==> src/rtl/mips_mem_port_if.sv <==
// Request/acknowledge bus between the MIPS memory port and single-port unified memory.
// The master modport is the core side; the slave modport is the memory side.
interface mips_mem_port_if #(
  parameter int ADDR_W = 32,
  parameter int DATA_W = 32
);
  logic              mem_req;
  logic              mem_we;
  logic [ADDR_W-1:0] mem_addr;
  logic [DATA_W-1:0] mem_wdata;
  logic              mem_ack;
  logic [DATA_W-1:0] mem_rdata;

  modport master (
    output mem_req, mem_we, mem_addr, mem_wdata,
    input  mem_ack, mem_rdata
  );

  modport slave (
    input  mem_req, mem_we, mem_addr, mem_wdata,
    output mem_ack, mem_rdata
  );
endinterface

==> src/rtl/mips_mem_port.sv <==
// Memory-side stage of the multicycle MIPS core: req/ack handshake, IR, MDR and stall.
// Optional macro MEM_PORT_ALIGN_CHECK_EN rejects word-misaligned addresses without a bus request.
module mips_mem_port #(
  parameter int ADDR_W  = 32,
  parameter int DATA_W  = 32,
  parameter int TIMEOUT = 255
) (
  input  logic              clk,
  input  logic              rst,
  input  logic              mem_read,
  input  logic              mem_write,
  input  logic              ir_write,
  input  logic              i_or_d,
  input  logic [ADDR_W-1:0] pc,
  input  logic [ADDR_W-1:0] alu_out,
  input  logic [DATA_W-1:0] wdata,
  mips_mem_port_if.master   bus,
  output logic [DATA_W-1:0] ir,
  output logic [5:0]        opcode,
  output logic [5:0]        func,
  output logic [DATA_W-1:0] mdr,
  output logic              stall,
  output logic              bus_err
);

  localparam int CNT_W = $clog2(TIMEOUT + 1);

  typedef enum logic [1:0] {
    IDLE = 2'd0,
    REQ  = 2'd1,
    DONE = 2'd2
  } state_e;

  state_e            state_q,     state_d;
  logic              mem_req_q,   mem_req_d;
  logic              mem_we_q,    mem_we_d;
  logic [ADDR_W-1:0] mem_addr_q,  mem_addr_d;
  logic [DATA_W-1:0] mem_wdata_q, mem_wdata_d;
  logic [DATA_W-1:0] ir_q,        ir_d;
  logic [DATA_W-1:0] mdr_q,       mdr_d;
  logic [CNT_W-1:0]  cnt_q,       cnt_d;
  logic              ir_pend_q,   ir_pend_d;
  logic              bus_err_q,   bus_err_d;

  logic              start;
  logic              misaligned;
  logic              stall_c;
  logic [ADDR_W-1:0] addr_sel;
  logic [CNT_W-1:0]  cnt_inc;

  assign start    = mem_read | mem_write;
  assign addr_sel = i_or_d ? alu_out : pc;
  assign cnt_inc  = cnt_q + CNT_W'(1);

`ifdef MEM_PORT_ALIGN_CHECK_EN
  assign misaligned = (addr_sel[1:0] != 2'b00);
`else
  assign misaligned = 1'b0;
`endif

  // NOTE: every variable gets its hold value first so no path through the case infers a latch.
  always_comb begin
    state_d     = state_q;
    mem_req_d   = mem_req_q;
    mem_we_d    = mem_we_q;
    mem_addr_d  = mem_addr_q;
    mem_wdata_d = mem_wdata_q;
    ir_d        = ir_q;
    mdr_d       = mdr_q;
    cnt_d       = cnt_q;
    ir_pend_d   = ir_pend_q;
    bus_err_d   = bus_err_q;
    stall_c     = 1'b0;

    unique case (state_q)
      IDLE: begin
        if (start) begin
          stall_c = 1'b1;
          if (misaligned) begin
            bus_err_d = 1'b1;
            state_d   = DONE;
          end else begin
            mem_addr_d  = addr_sel;
            mem_wdata_d = wdata;
            mem_we_d    = mem_write & ~mem_read;
            ir_pend_d   = ir_write;
            mem_req_d   = 1'b1;
            cnt_d       = '0;
            state_d     = REQ;
            // A simultaneous read and write is carried out as a read but flagged.
            if (mem_read && mem_write) bus_err_d = 1'b1;
          end
        end
      end

      REQ: begin
        stall_c = 1'b1;
        if (bus.mem_ack) begin
          mem_req_d = 1'b0;
          if (!mem_we_q) begin
            mdr_d = bus.mem_rdata;
            if (ir_pend_q) ir_d = bus.mem_rdata;
          end
          state_d = DONE;
        end else if (cnt_inc == CNT_W'(TIMEOUT)) begin
          mem_req_d = 1'b0;
          bus_err_d = 1'b1;
          state_d   = DONE;
        end else begin
          cnt_d = cnt_inc;
        end
      end

      // The controller still presents the same access here; it is deliberately not restarted.
      DONE: state_d = IDLE;

      default: state_d = IDLE;
    endcase
  end

  // NOTE: state registers use non-blocking assignments so all flops update from pre-edge values.
  always_ff @(posedge clk or negedge rst) begin
    if (!rst) begin
      state_q     <= IDLE;
      mem_req_q   <= 1'b0;
      mem_we_q    <= 1'b0;
      mem_addr_q  <= '0;
      mem_wdata_q <= '0;
      ir_q        <= '0;
      mdr_q       <= '0;
      cnt_q       <= '0;
      ir_pend_q   <= 1'b0;
      bus_err_q   <= 1'b0;
    end else begin
      state_q     <= state_d;
      mem_req_q   <= mem_req_d;
      mem_we_q    <= mem_we_d;
      mem_addr_q  <= mem_addr_d;
      mem_wdata_q <= mem_wdata_d;
      ir_q        <= ir_d;
      mdr_q       <= mdr_d;
      cnt_q       <= cnt_d;
      ir_pend_q   <= ir_pend_d;
      bus_err_q   <= bus_err_d;
    end
  end

  assign bus.mem_req   = mem_req_q;
  assign bus.mem_we    = mem_we_q;
  assign bus.mem_addr  = mem_addr_q;
  assign bus.mem_wdata = mem_wdata_q;

  assign ir      = ir_q;
  assign opcode  = ir_q[31:26];
  assign func    = ir_q[5:0];
  assign mdr     = mdr_q;
  assign bus_err = bus_err_q;
  // Reset must release the core immediately, even while the controller still requests.
  assign stall   = rst & stall_c;

endmodule

==> src/flat_wrapper.sv <==
// flat-port wrapper written by rule: the top's interface ports become plain ports
module mips_mem_port_flat 
#(
  parameter int ADDR_W  = 32,
  parameter int DATA_W  = 32,
  parameter int TIMEOUT = 255
)
  (clk, rst, mem_read, mem_write, ir_write, i_or_d, pc, alu_out, wdata, ir, opcode, func, mdr, stall, bus_err, bus_mem_req, bus_mem_we, bus_mem_addr, bus_mem_wdata, bus_mem_ack, bus_mem_rdata);
  mips_mem_port_if #(.ADDR_W(ADDR_W), .DATA_W(DATA_W)) bus_i ();
  input  logic clk;
  input  logic rst;
  input  logic mem_read;
  input  logic mem_write;
  input  logic ir_write;
  input  logic i_or_d;
  input  logic [ADDR_W-1:0] pc;
  input  logic [ADDR_W-1:0] alu_out;
  input  logic [DATA_W-1:0] wdata;
  output logic [DATA_W-1:0] ir;
  output logic [5:0] opcode;
  output logic [5:0] func;
  output logic [DATA_W-1:0] mdr;
  output logic stall;
  output logic bus_err;
  output wire logic [$bits(bus_i.mem_req)-1:0] bus_mem_req;
  output wire logic [$bits(bus_i.mem_we)-1:0] bus_mem_we;
  output wire logic [$bits(bus_i.mem_addr)-1:0] bus_mem_addr;
  output wire logic [$bits(bus_i.mem_wdata)-1:0] bus_mem_wdata;
  input wire logic [$bits(bus_i.mem_ack)-1:0] bus_mem_ack;
  input wire logic [$bits(bus_i.mem_rdata)-1:0] bus_mem_rdata;
  assign bus_mem_req = bus_i.mem_req;
  assign bus_mem_we = bus_i.mem_we;
  assign bus_mem_addr = bus_i.mem_addr;
  assign bus_mem_wdata = bus_i.mem_wdata;
  assign bus_i.mem_ack = bus_mem_ack;
  assign bus_i.mem_rdata = bus_mem_rdata;
  mips_mem_port #(.ADDR_W(ADDR_W), .DATA_W(DATA_W), .TIMEOUT(TIMEOUT)) u_core (.clk(clk), .rst(rst), .mem_read(mem_read), .mem_write(mem_write), .ir_write(ir_write), .i_or_d(i_or_d), .pc(pc), .alu_out(alu_out), .wdata(wdata), .bus(bus_i), .ir(ir), .opcode(opcode), .func(func), .mdr(mdr), .stall(stall), .bus_err(bus_err));
endmodule
==> config.mk <==
export PLATFORM = sky130hd
export DESIGN_NAME = mips_mem_port_flat
export DESIGN_NICKNAME = d
export VERILOG_FILES = /design/src/rtl/mips_mem_port_if.sv /design/src/rtl/mips_mem_port.sv /design/src/flat_wrapper.sv
export SDC_FILE = /design/constraint.sdc
export NUM_CORES = 1
export LEC_CHECK = 0
export BUFFER_PORTS_ARGS = -buffer_cell sky130_fd_sc_hd__clkbuf_2
export CELL_PAD_IN_SITES_DETAIL_PLACEMENT = 0
export CELL_PAD_IN_SITES_GLOBAL_PLACEMENT = 2
export CORE_AREA = 2 2 143 145
export CTS_CLUSTER_DIAMETER = 60
export DETAILED_ROUTE_END_ITERATION = 8
export DIE_AREA = 0 0 145 147
export HOLD_SLACK_MARGIN = 0.15
export PLACE_DENSITY_LB_ADDON = 0.08
export SLEW_MARGIN = 20
export SYNTH_ARGS = -nofsm -noshare
export SYNTH_HDL_FRONTEND = slang
export SYNTH_SLANG_ARGS = --single-unit
==> constraint.sdc <==
create_clock -name clk -period 2.86 [get_ports clk]
set_input_delay 0.572 -clock clk [delete_from_list [all_inputs] [get_ports clk]]
set_output_delay 0.572 -clock clk [all_outputs]
set_load 0.02 [all_outputs]
==> metrics.md <==
| Metric | Value |
|---|---|
| Status | `finished clean` |
| Boundary Pins | `279` |
| Initial DRC count | `159` |
| CP Capture Type | `flip-flop` |
| Final Max Tran Viols | `0` |
| Placed Instances | `1025` |
| Asr flop ratio synth | `1.000` |
| CP arrival | `2650 ps` |
| Post-CTS Setup Inserts | `0` |
| CTS buffer count | `17` |
| Power Density | `1211 mW/mm²` |
| WL/cell | `15.52 µm` |
| Netlist Area Pre-Place | `0.005879 mm²` |
| Required time of the critical path | `3210 ps` |
| Crit. Startpoint | `u_core.cnt_q[0]` |
| Fillers | `1971` |
| Register area share after synthesis | `0.6044` |
| Pre-antenna DRT Iters | `4` |
| Initial core utilization | `0.2963` |
| Startpoint type of the worst setup path | `flip-flop` |
| LEAKAGE | `4.265 nW` |
| Max VDD drop | `0.4459 mV` |
| Post-synth net total | `646` |
| Max clock buf depth | `2` |
| Placed Instance Area | `0.007506 mm²` |
| Area delta synth->final | `37.97%` |
| DR vias | `4629` |
| EDFF count, synth | `0` |
| Worst hold-check path type | `in2async` |
| Hold Slack | `308.6 ps` |
| Final hold vios | `0` |
| Worst Skew | `5.712 ps` |
| Syn. warnings | `0` |
| Die area | `0.02132 mm²` |
| Final instance area | `0.008112 mm²` |
| Worst-Skew Late Latency | `420 ps` |
| Reg2Reg Launch Point | `u_core.cnt_q[0]` |
| Largest net degree at the start of global routing | `143` |
| Drc violations | `0` |
| Antenna violations before repair | `0` |
| Layout cell share with drive strength beyond 1 | `0.4930` |
| Post-CTS resize count | `0` |
| Maxcap violations | `0` |
| CTS tree | `done` |
| Root Buffer | `clkbuf_16` |
| Final antenna-violating net count | `0` |
| Die Y-Extent | `147 µm` |
| Grt ovf | `0` |
| Sink Count | `142` |
| Row cnt | `52` |
| Total Routed Length | `16.41 mm` |
| Unrepaired setup endpoints after global routing | `no` |
| Tcrit/Tclk final | `0.8026` |
| Width of the die | `145 µm` |
| Setup TNS | `0 ps` |
| Gate Count Post-Synth | `509` |
| Diodes inserted | `0` |
| Critical path class | `reg2reg` |
| Vias in the first global route | `4779` |
| Syn_area_per_cell | `11.55 µm²` |
| Nets | `911` |
| Crit Path Max Fanout | `12` |
| Post-DP HPWL | `11.98 mm` |
| Port bufs | `278` |
| CTS clk-pin slew, worst paths | `60 ps` |
| Synth Flop Type | `dfrtp_1` |
| H-tree Lvls | `4` |
| Relative slew slack | `0.4841` |
| Post-layout power | `9.825 mW` |
| Final RePlAce weighted congestion | `0.7743` |
| Non-filler instance count after layout | `1057` |
| Core Area | `0.01984 mm²` |
| Final setup fails | `0` |
| Fmax | `0.4356 GHz` |
| Number of synthesized register bits | `142` |
| First-pass GRT wire length | `26.18 mm` |
| Synth unique cells | `35` |
| Final min period | `2296 ps` |
| GRT Overall Usage | `0.1569` |
| Hold_buf cts | `0` |
| Worst-Margin Slew | `773.9 ps` |
| Drt via density | `4.379` |
through the flow:
stage | utilization | worst slack [ps]
2_1_floorplan | - | 1021
3_3_place_gp | 0.3782 | 676.0
3_5_place_dp | 0.3782 | 578.5
4_1_cts | 0.4088 | 560.9
5_1_grt | 0.4088 | 358.3
6_report | 0.4088 | 564.4
synth_stat cells, types with 2 or more instances:
library cell / n / area, µm²
a21o_1: 5 / 37.54
a21oi_1: 8 / 40.04
buf_1: 2 / 7.510
buf_2: 4 / 20.02
buf_4: 14 / 105.1
clkbuf_1: 19 / 71.32
dfrtp_1: 142 / 3553
ha_1: 2 / 25.02
inv_1: 2 / 7.510
mux2_2: 63 / 709.4
mux2i_1: 32 / 320.3
nand2_1: 139 / 521.8
nand2b_1: 3 / 18.77
nand3_1: 8 / 40.04
nand4_1: 2 / 12.51
nor2_1: 6 / 22.52
nor3_1: 2 / 10.01
o21ai_0: 37 / 185.2
or2_2: 2 / 12.51
or3_1: 2 / 12.51
power by group:
group	internal, mW	switching [mW]
logic	1.47	2.62
clock network	1.35	0.893
registers	2.96	0.530
critical path, cell delays in order (launching register included):
cell,delay (ps)
dfrtp_1,450
ha_1,300
a21oi_1,200
o211ai_1,120
o211a_1,200
o31ai_4,490
and2_1,320
a21o_1,150
worst paths after layout:
path | slack, ps | cells after the start | to
worst min-delay path | 310 | 2 | u_core.bus.mem_addr[31]
min in group clk | 340 | 3 | u_core.bus.mem_wdata[18]
worst min register to register | 480 | 2 | u_core.bus.mem_addr[0]
worst max register to register | 560 | 7 | u_core.cnt_q[5]
max in group asynchronous | 1990 | 2 | u_core.bus.mem_wdata[2]
worst max-delay path | 560 | 7 | u_core.cnt_q[5]
sequential cells by signal, indices dropped and copies added (netlist names):
| name | count |
|---|---|
| u_core.bus.mem_req | 1 |
| u_core.bus.mem_addr | 32 |
| u_core.cnt_q | 8 |
| u_core.state_q | 2 |
| u_core.mdr | 32 |
| u_core.bus.mem_we | 1 |
| u_core.bus_err | 1 |
| u_core.bus.mem_wdata | 32 |
| u_core.ir_pend_q | 1 |
| u_core.ir | 32 |
layout by cell type (no fill, tap or decap), types with 2 or more instances in the layout:
cell type	Yosys	routed
nand3_1	8	8
clkbuf_2	0	277
ha_1	2	2
clkbuf_8	0	2
bufinv_16	0	2
mux2i_1	32	32
inv_6	0	4
dfrtp_1	142	142
inv_1	2	2
nor3_1	2	2
or2_2	2	2
a21o_1	5	5
nand4_1	2	2
mux2_2	63	63
o21ai_0	37	36
nor2_1	6	6
a21oi_1	8	8
buf_4	14	5
nand2_1	139	139
clkbuf_16	0	17
nand2b_1	3	3
clkinv_4	0	3
or3_1	2	2
clkinvlp_4	0	2
buf_12	0	2
per-layer routing:
layer | wire (µm) | track usage | up-vias | part of all wire
li1 | - | - | 2226 | -
met1 | 6937 | 0.1877 | 2236 | 0.42
met2 | 8343 | 0.2743 | 149 | 0.51
met3 | 882 | 0.04503 | 18 | 0.054
met4 | 244 | 0.04901 | 0 | 0.015
met5 | 0 | 0 | - | 0
kinds of logic (layout without fill, tap and decap cells):
family	after synthesis	in the layout	share of synthesized area
XOR/XNOR	1	1	0.001490
flip-flops	142	142	0.6044
AND/OR/NAND/NOR	169	169	0.1173
AO/OA/AOI/OAI	58	58	0.05959
adder cells (fa/ha/maj)	2	2	0.004256
buffers and inverters	41	319	0.03597
multiplexers	96	96	0.1771
cell type report:
cell class                 instances  area, µm²  share of cell area
tap                              270      337.8             0.04165
inverter                           2      7.507           0.0009255
clock inverter                    13      152.6             0.01882
timing repair buffer             285       1475              0.1819
clock buffer                      19      452.9             0.05584
sequential                       142       3553              0.4381
multi-input combinational        326       2132              0.2628
Power figures use the tool's default switching activity.
